[config.mk]
export PLATFORM = sky130hd
export DESIGN_NAME = uart_tx_periph_flat
export DESIGN_NICKNAME = d
export VERILOG_FILES = /design/src/rtl/uart_tx_periph_if.sv /design/src/rtl/uart_tx_periph.sv /design/src/flat_wrapper.sv
export SDC_FILE = /design/constraint.sdc
export NUM_CORES = 1
export LEC_CHECK = 0
export CAP_MARGIN = 20
export CORE_AREA = 2 2 131 184
export DETAILED_ROUTE_END_ITERATION = 12
export DIE_AREA = 0 0 133 186
export PLACE_DENSITY = 0.51
export SETUP_SLACK_MARGIN = 0.15
export SLEW_MARGIN = 40
export SYNTH_ARGS = -nofsm -noshare
export SYNTH_HDL_FRONTEND = slang
export SYNTH_SLANG_ARGS = --single-unit
[constraint.sdc]
create_clock -name clk -period 4 [get_ports clk]
set_clock_uncertainty 0.1 [all_clocks]
set_input_delay 0.6 -clock clk [delete_from_list [all_inputs] [get_ports clk]]
set_output_delay 0.6 -clock clk [all_outputs]
set_load 0.02 [all_outputs]
[src/rtl/uart_tx_periph_if.sv]
// dBus peripheral command port: one-cycle command strobe, registered read data.
interface uart_tx_periph_if;
  logic        sel;
  logic        wr;
  logic [1:0]  addr;
  logic [31:0] wdata;
  logic [31:0] rdata;

  modport master (output sel, wr, addr, wdata, input rdata);
  modport slave  (input sel, wr, addr, wdata, output rdata);
endinterface

[src/rtl/uart_tx_periph.sv]
// Memory-mapped 8N1 UART transmitter; rdata is registered one cycle after sel.
// No backpressure: every sel cycle completes, pushes into a full FIFO are dropped and flagged.
module uart_tx_periph #(
  parameter int BAUD_DIV   = 434,
  parameter int FIFO_DEPTH = 8
) (
  input  logic            clk,
  input  logic            reset_n,
  uart_tx_periph_if.slave dBus,
  output logic            txd
);
  localparam int AW = $clog2(FIFO_DEPTH);
  localparam logic [AW:0] DEPTH_CNT = (AW+1)'(FIFO_DEPTH);
  localparam logic [AW:0] PTR_ONE   = (AW+1)'(1);

  typedef enum logic [1:0] {IDLE, START, DATA, STOP} txState_t;
  txState_t state, stateNext;

  logic [7:0]  fifoMem [FIFO_DEPTH];
  logic [AW:0] wrPtr, rdPtr, level;
  logic        full, empty, overflow;
  logic [15:0] divReg, divLatch, bitTimer;
  logic [2:0]  bitCnt;
  logic [7:0]  shiftReg;
  logic [31:0] rdataQ, statusWord;
  logic        push, pushOk, pop, ovfClr, divWr, rdCmd, timerDone;
  logic        unusedWdata;

  assign level      = wrPtr - rdPtr;
  assign full       = (level == DEPTH_CNT);
  assign empty      = (level == '0);
  assign push       = dBus.sel & dBus.wr & (dBus.addr == 2'd0);
  assign pushOk     = push & ~full;
  assign pop        = (state == IDLE) & ~empty;
  assign ovfClr     = dBus.sel & dBus.wr & (dBus.addr == 2'd1) & dBus.wdata[3];
  assign divWr      = dBus.sel & dBus.wr & (dBus.addr == 2'd2);
  assign rdCmd      = dBus.sel & ~dBus.wr;
  assign timerDone  = (bitTimer == '0);
  assign statusWord = {24'd0, 4'(level), overflow, state != IDLE, empty, full};
  assign dBus.rdata = rdataQ;
  assign unusedWdata = &{1'b0, dBus.wdata[31:16]};

  // Full is judged on the pre-edge level, so a push is dropped even if a pop happens this edge.
  always_ff @(posedge clk or negedge reset_n) begin
    if (!reset_n) begin
      wrPtr <= '0;
      rdPtr <= '0;
    end else begin
      if (pushOk) wrPtr <= wrPtr + PTR_ONE;
      if (pop)    rdPtr <= rdPtr + PTR_ONE;
    end
  end

  always_ff @(posedge clk) begin
    if (pushOk) fifoMem[wrPtr[AW-1:0]] <= dBus.wdata[7:0];
  end

  always_ff @(posedge clk or negedge reset_n) begin
    if (!reset_n) begin
      overflow <= 1'b0;
      divReg   <= 16'(BAUD_DIV);
      rdataQ   <= '0;
    end else begin
      if (push && full) overflow <= 1'b1;
      else if (ovfClr)  overflow <= 1'b0;
      if (divWr)
        divReg <= (dBus.wdata[15:0] < 16'd2) ? 16'd2 : dBus.wdata[15:0];
      if (rdCmd) begin
        case (dBus.addr)
          2'd1:    rdataQ <= statusWord;
          2'd2:    rdataQ <= {16'd0, divReg};
          default: rdataQ <= '0;
        endcase
      end
    end
  end

  always_ff @(posedge clk or negedge reset_n) begin
    if (!reset_n) state <= IDLE;
    else          state <= stateNext;
  end

  always_comb begin
    stateNext = state;
    case (state)
      IDLE:    if (!empty) stateNext = START;
      START:   if (timerDone) stateNext = DATA;
      DATA:    if (timerDone && bitCnt == 3'd7) stateNext = STOP;
      STOP:    if (timerDone) stateNext = IDLE;
      default: stateNext = IDLE;
    endcase
  end

  // txd decodes straight from state so reset forces the line high without waiting for a clock.
  always_comb begin
    txd = 1'b1;
    case (state)
      START:   txd = 1'b0;
      DATA:    txd = shiftReg[0];
      default: txd = 1'b1;
    endcase
  end

  // Divisor is sampled at pop so DIV writes mid-frame only affect the following frame.
  always_ff @(posedge clk or negedge reset_n) begin
    if (!reset_n) begin
      shiftReg <= '0;
      divLatch <= 16'd2;
      bitTimer <= '0;
      bitCnt   <= '0;
    end else if (pop) begin
      shiftReg <= fifoMem[rdPtr[AW-1:0]];
      divLatch <= divReg;
      bitTimer <= divReg - 16'd1;
      bitCnt   <= '0;
    end else if (state != IDLE) begin
      if (timerDone) begin
        bitTimer <= divLatch - 16'd1;
        if (state == DATA) begin
          shiftReg <= {1'b0, shiftReg[7:1]};
          bitCnt   <= bitCnt + 3'd1;
        end
      end else begin
        bitTimer <= bitTimer - 16'd1;
      end
    end
  end
endmodule

[src/flat_wrapper.sv]
// flat-port wrapper written by rule: the top's interface ports become plain ports
module uart_tx_periph_flat 
#(
  parameter int BAUD_DIV   = 434,
  parameter int FIFO_DEPTH = 8
)
  (clk, reset_n, txd, dBus_sel, dBus_wr, dBus_addr, dBus_wdata, dBus_rdata);
  uart_tx_periph_if dBus_i ();
  input  logic clk;
  input  logic reset_n;
  output logic txd;
  input wire logic [$bits(dBus_i.sel)-1:0] dBus_sel;
  input wire logic [$bits(dBus_i.wr)-1:0] dBus_wr;
  input wire logic [$bits(dBus_i.addr)-1:0] dBus_addr;
  input wire logic [$bits(dBus_i.wdata)-1:0] dBus_wdata;
  output wire logic [$bits(dBus_i.rdata)-1:0] dBus_rdata;
  assign dBus_i.sel = dBus_sel;
  assign dBus_i.wr = dBus_wr;
  assign dBus_i.addr = dBus_addr;
  assign dBus_i.wdata = dBus_wdata;
  assign dBus_rdata = dBus_i.rdata;
  uart_tx_periph #(.BAUD_DIV(BAUD_DIV), .FIFO_DEPTH(FIFO_DEPTH)) u_core (.clk(clk), .reset_n(reset_n), .dBus(dBus_i), .txd(txd));
endmodule
==> impl_metrics.env, run 1 <==
export IMPL_nFillCells=2232
export IMPL_timing_hold_ws_ps=70.4
export IMPL_fin_util_pct=37.7
export IMPL_wl_per_cell_um=18.2
export IMPL_switching_share_pct=39.0
export IMPL_area_delta_synth_final_pct=18.9
export IMPL_clk_latency_ps=430
export IMPL_worst_pin_slew_ps=735
export IMPL_fin_nets=739
export IMPL_core_mm2=0.0230
export IMPL_dp_hpwl_mm=13.3
export IMPL_p_per_area_mw_per_mm2=751
export IMPL_totalWireLength_mm=18.3
export IMPL_fin_cells=1003
export IMPL_io_pins=71
export IMPL_rsz0062_at_grt="false"
export IMPL_crit_type="reg -> reg"
export IMPL_p_comb_share_pct=38.8
export IMPL_p_int_mw=3.98
export IMPL_worst_path_max_fanout=7
export IMPL_fin_crit_sh_pct=89.9
export IMPL_synth_distinct_cells=67
export IMPL_crit_chain="inv_1 > ha_1 > inv_1 > fa_1 > xor2_1 > or3_1 > o31a_1 > nand2_1 > o21a_1 > ha_1 > buf_4 > nand2_1 > xor2_1 > o21ai_0 > o21ai_0 > nand2_1"
export IMPL_max_stage_delay_ps=460
export IMPL_synth_edf_count=64
export IMPL_p_total_mw=6.52
export IMPL_ys_seq_elements=150
export IMPL_final_common_cell="nand2_1"
export IMPL_worst_path_most_repeated_cell="nand2_1"
export IMPL_via_count=5076
export IMPL_route_detailed_drc=0
export IMPL_dr_pass1_iters=5
export IMPL_cp_required_ps=4270
export IMPL_path_delay_family="compound AO/OA/AOI/OAI gates"
export IMPL_setup_tns_final_ps=0
export IMPL_synth_seq_area_share_pct=55.9
export IMPL_drive_above_1_share_pct=18.2
export IMPL_place_area_mm2=0.00808
export IMPL_maxCapViolCount=0
export IMPL_dieArea_mm2=0.0247
export IMPL_start_util_pct=31.7
export IMPL_drt_iter0_markers=241
export IMPL_ant_nets=0
export IMPL_start_kind="flop"
export IMPL_critPathBufInv=3
export IMPL_avgViaCountPerCell=5.06
export IMPL_cts_buffers=17
export IMPL_setup_viol=0
export IMPL_syn_instance_count=629
export IMPL_clkPwrFrac_pct=25.4
export IMPL_clockBufferDepth=2
export IMPL_most_common_layout_cells="118 x nand2_1, 80 x dfrtp_1, 64 x edfxtp_1, 37 x clkdlybuf4s50_1"
export IMPL_synth_flop_cell="dfrtp_1"
export IMPL_antenna_found_initial=0
export IMPL_max_freq_mhz=278
export IMPL_async_reset_ff_share_pct=57.3
export IMPL_grt_max_degree=70
export IMPL_power_frac_seq_pct=35.8
export IMPL_worst_slack_ps=406
export IMPL_relSlewSlack_pct=51.0
export IMPL_gp_congestion=0.822
export IMPL_cts_htree_levels=4
export IMPL_avgSynthCellArea_um2=11.6
export IMPL_cts_tree="built"
export IMPL_endpoint_kind="flop"
export IMPL_design_area_mm2=0.00869
export IMPL_grt_pass1_vias=5377
export IMPL_crit_slowest_cell="dfrtp_1"
export IMPL_cts_setup_buffers=0
export IMPL_cts_sinks=150
export IMPL_yosys_warnings=0
export IMPL_p_leak_nw=3.40
export IMPL_outcome="finished, final reports clean"
export IMPL_syn_cell_area_mm2=0.00731
export IMPL_net_switching_power_mw=2.54
export IMPL_irDropWorstVdd_uv=328
export IMPL_dp_cells=971
export IMPL_die_w_um=133
export IMPL_cts_clk_slew_worst_paths_ps=70
export IMPL_crit_arrival_ps=3860
export IMPL_portBuffers=38
export IMPL_hold_path_class="in -> async"
export IMPL_dieHeight_um=186
export IMPL_root_buffer="clkbuf_16"
export IMPL_grt_first_pass_wirelength_mm=29.3
export IMPL_preCtsSetupSlack_ps=396
export IMPL_slew_viol_final=0
export IMPL_fp_row_count=66
export IMPL_overflow=0
export IMPL_hold_viol=0
export IMPL_grt_usage_pct=15.6
export IMPL_min_period_ps=3590
export IMPL_n_antenna_cell=0
-- cell type report --
| type | count | area [um2] | share of cell area, % |
|---|---|---|---|
| Clock buffer | 17 | 425 | 4.90 |
| Clock inverter | 15 | 181 | 2.09 |
| Sequential cell | 150 | 4080 | 47.0 |
| Tap cell | 306 | 383 | 4.41 |
| Inverter | 13 | 50.0 | 0.576 |
| Multi-Input combinational cell | 435 | 2970 | 34.2 |
| Timing Repair Buffer | 67 | 599 | 6.90 |
-- registers in the layout, summed over array words and instances (netlist names) --
signal and count:
u_core.divLatch 16, u_core.overflow 1, u_core.fifoMem 64, u_core.rdPtr 4, u_core.state 2, u_core.bitCnt 3, u_core.divReg 16, u_core.bitTimer 16
u_core.shiftReg 8, u_core.wrPtr 4, u_core.dBus.rdata 16
-- power by group through the flow --
stage | logic, mW | clock network, mW | registers (mW)
after floorplan | 1.91 | 0 | 2.23
final | 2.53 | 1.66 | 2.34
after detailed placement | 2.54 | 0 | 2.36
after global placement | 2.47 | 0 | 2.35
after CTS | 2.55 | 1.70 | 2.33
after global routing | 2.81 | 1.77 | 2.38
-- per-layer routing --
metal  global-route usage [%]  wire length, um
met5                        0                0
met2                     29.4            10200
met1                     16.6             6930
met3                     2.75              518
met4                     7.74              625
-- cell families after synthesis --
kind of cell    share of synthesized area (%)
simple gates                             14.0
flops                                    55.9
fa+ha+maj                                3.01
compound gates                           12.3
xor+xnor                                 2.40
buf+inv                                  4.59
other cells                            0.0513
mux                                      7.79
-- repair_timing --
item / 4_1_cts / 5_1_grt
gates resized for setup: 0 / 1
hold endpoints to repair: 0 / 0
hold buffers: 0 / 0
setup endpoints to repair: 0 / 1
-- cell usage after synthesis, types with 3 or more instances --
cell type	number	area, um2
nand2_1	118	443
dfrtp_1	80	2000
edfxtp_1	64	1920
a21oi_1	33	165
o21ai_0	33	165
nor2_1	31	116
buf_4	20	150
ha_1	16	200
mux4_2	16	360
mux2_2	15	169
clkbuf_1	14	52.6
nand3_1	14	70.1
xnor2_1	14	123
inv_1	12	45.0
nor3_1	11	55.1
a221o_1	8	80.1
a22oi_1	7	52.6
buf_2	7	35.0
nor4_1	7	43.8
and3_1	6	37.5
dfstp_2	6	158
xor2_1	6	52.6
o21a_1	5	37.5
a31oi_1	4	25.0
mux2i_1	4	40.0
nor3b_1	4	30.0
o311ai_0	4	35.0
o31ai_1	4	30.0
or2_2	4	25.0
or4_1	4	30.0
or4_4	4	45.0
a211oi_1	3	22.5
a31o_2	3	26.3
buf_6	3	33.8
o31ai_2	3	37.5
or3_1	3	18.8
-- final timing paths --
check,depth (start not counted),end,startpoint,slack [ps]
setup reg to reg,16,u_core.bitTimer[4]$_DFFE_PN0P_,u_core.wrPtr[0]$_DFFE_PN0P_,410
hold reg to reg,2,u_core.dBus.rdata[15]$_DFFE_PN0P_,u_core.dBus.rdata[15]$_DFFE_PN0P_,390
hold / removal,1,u_core.dBus.rdata[4]$_DFFE_PN0P_,reset_n,70
setup / recovery,16,u_core.bitTimer[4]$_DFFE_PN0P_,u_core.wrPtr[0]$_DFFE_PN0P_,410
max in group asynchronous,2,u_core.divLatch[1]$_DFFE_PN1P_,reset_n,2920
min in group clk,2,u_core.dBus.rdata[15]$_DFFE_PN0P_,u_core.dBus.rdata[15]$_DFFE_PN0P_,390
Power figures use the tool's default switching activity.
==> run 2, diff against run 1 <==
- CORE_AREA: 2 2 131 184 -> 2 2 118 165
- DIE_AREA: 0 0 133 186 -> 0 0 120 167
- PLACE_DENSITY: 0.51 -> 0.61
==> run 2 against run 1 <==
  * Cell area fell by 0.71%
  * Clock power rose by 3%
  * Non-clock buffer count fell by 2
  * Critical path depth fell by 2
  * Cell count fell by 6.4%
  * Largest cell class unchanged
==> impl_metrics.env, run 2 (same netlist as run 1, synthesis figures left out) <==
export IMPL_core_mm2=0.0185
export IMPL_rsz0062_at_grt="false"
export IMPL_n_antenna_cell=0
export IMPL_grt_first_pass_wirelength_mm=28.3
export IMPL_ff2ff_path_depth=14
export IMPL_most_common_layout_cells="118 x nand2_1, 80 x dfrtp_1, 64 x edfxtp_1, 37 x clkdlybuf4s50_1"
export IMPL_clockBufferDepth=2
export IMPL_dieHeight_um=167
export IMPL_dr_pass1_iters=4
export IMPL_relSlewSlack_pct=47.1
export IMPL_slew_viol_final=0
export IMPL_fin_crit_sh_pct=89.0
export IMPL_fp_row_count=59
export IMPL_die_w_um=120
export IMPL_max_freq_mhz=281
export IMPL_endpoint_kind="flop"
export IMPL_design_area_mm2=0.00863
export IMPL_min_period_ps=3560
export IMPL_p_total_mw=6.58
export IMPL_crit_type="reg -> reg"
export IMPL_final_common_cell="nand2_1"
export IMPL_grt_pass1_vias=5348
export IMPL_grt_usage_pct=18.3
export IMPL_grt_max_degree=63
export IMPL_clkPwrFrac_pct=25.9
export IMPL_start_util_pct=39.4
export IMPL_cts_hold_buf=0
export IMPL_avgViaCountPerCell=5.44
export IMPL_cts_setup_buffers=0
export IMPL_via_count=5105
export IMPL_critPathBufInv=2
export IMPL_root_buffer="clkbuf_16"
export IMPL_place_area_mm2=0.00799
export IMPL_hold_viol=0
export IMPL_ant_nets=0
export IMPL_drt_iter0_markers=250
export IMPL_route_detailed_drc=0
export IMPL_io_pins=71
export IMPL_crit_chain="inv_2 > ha_1 > inv_1 > fa_1 > xor2_1 > or3_1 > o31a_2 > nand2_1 > o21a_1 > ha_2 > o211ai_1 > a31o_2 > o21ai_0 > nand2_1"
export IMPL_path_delay_family="compound AO/OA/AOI/OAI gates"
export IMPL_cp_endpoint="u_core.bitTimer[4]$_DFFE_PN0P_"
export IMPL_switching_share_pct=38.4
export IMPL_cts_buffers=17
export IMPL_worst_pin_slew_ps=792
export IMPL_p_comb_share_pct=38.7
export IMPL_area_delta_synth_final_pct=18.1
export IMPL_setup_viol=0
export IMPL_power_frac_seq_pct=35.4
export IMPL_fin_cells=939
export IMPL_dp_hpwl_mm=12.4
export IMPL_p_leak_nw=3.40
export IMPL_outcome="finished, final reports clean"
export IMPL_worst_path_max_fanout=9
export IMPL_max_stage_delay_ps=460
export IMPL_dieArea_mm2=0.0200
export IMPL_net_switching_power_mw=2.53
export IMPL_largest_reg_flops=64
export IMPL_start_kind="flop"
export IMPL_wl_per_cell_um=18.6
export IMPL_dp_cells=907
export IMPL_p_per_area_mw_per_mm2=763
export IMPL_cts_sinks=150
export IMPL_cp_required_ps=4210
export IMPL_r2r_start="u_core.wrPtr[0]$_DFFE_PN0P_"
export IMPL_crit_start="u_core.wrPtr[0]$_DFFE_PN0P_"
export IMPL_cts_resized=0
export IMPL_antenna_found_initial=0
export IMPL_cts_tree="built"
export IMPL_fin_nets=737
export IMPL_p_int_mw=4.06
export IMPL_gp_congestion=0.828
export IMPL_setup_tns_final_ps=0
export IMPL_reg2reg_slack_ps=440
export IMPL_r2r_end="u_core.bitTimer[4]$_DFFE_PN0P_"
export IMPL_portBuffers=38
export IMPL_totalWireLength_mm=17.5
export IMPL_overflow=0
export IMPL_cts_htree_levels=4
export IMPL_cts_clk_slew_worst_paths_ps=70
export IMPL_crit_arrival_ps=3770
export IMPL_cp_depth=14
export IMPL_maxCapViolCount=0
export IMPL_hold_path_class="in -> async"
export IMPL_drive_above_1_share_pct=18.1
export IMPL_crit_slowest_cell="dfrtp_1"
export IMPL_irDropWorstVdd_uv=436
export IMPL_clk_latency_ps=430
export IMPL_worst_path_most_repeated_cell="nand2_1"
-- run 2: cell count changes in the layout (fill, tap and decap cells not counted), sizes merged --
| cell | previous run | this run |
|---|---|---|
| buf | 30 | 28 |
| bufinv | 2 | 3 |
| clkinv | 3 | 4 |
| inv | 22 | 20 |
-- run 2: power by group through the flow --
stage          sequential (mW)  clock, mW  combinational (mW)
6_report                  2.33       1.71                2.55
5_1_grt                   2.37       1.80                2.82
4_1_cts                   2.32       1.73                2.56
3_5_place_dp              2.35          0                2.53
3_3_place_gp              2.33          0                2.45
2_1_floorplan             2.23          0                1.91
-- run 2: per-stage QoR --
stage	utilization, %	setup slack, ps	hold WS, ps
floorplan	-	188	204
global placement	43.1	327	362
detailed placement	43.1	325	366
global route	46.6	158	99.0
finish	46.6	439	54.8
CTS	46.5	297	189
-- run 2: layout make-up --
| class | instances | area [um2] |
|---|---|---|
| flip-flops and latches | 150 | 4080 |
| multi-input cells | 435 | 2960 |
| clock buffers | 17 | 425 |
| well taps | 244 | 305 |
| fillers | 1651 | 9900 |
| clock inverters | 15 | 206 |
| inverters | 13 | 50.0 |
| repair buffers | 65 | 597 |
-- run 2: per-layer routing --
layer / routed length (um) / track usage (%)
met5: 0 / 0
met2: 9940 / 34.7
met1: 6680 / 20.0
met4: 436 / 7.37
met3: 414 / 2.71
-- run 2: worst min-delay path by stage --
stage	from	to	slack, ps	cells past startpoint
finish	reset_n	u_core.dBus.rdata[14]$_DFFE_PN0P_	50	1
floorplan	reset_n	u_core.bitCnt[0]$_DFFE_PN0P_	200	0
global route	reset_n	u_core.dBus.rdata[15]$_DFFE_PN0P_	100	1
CTS	reset_n	u_core.dBus.rdata[14]$_DFFE_PN0P_	190	1
global placement	u_core.overflow$_DFFE_PN0P_	u_core.overflow$_DFFE_PN0P_	360	2
detailed placement	u_core.overflow$_DFFE_PN0P_	u_core.overflow$_DFFE_PN0P_	370	2
==> run 3, diff against run 2 <==
- TNS_END_PERCENT: unset -> 100
==> results of run 3 <==
No change in the layout: final DEF, timing and power equal those of run 2.
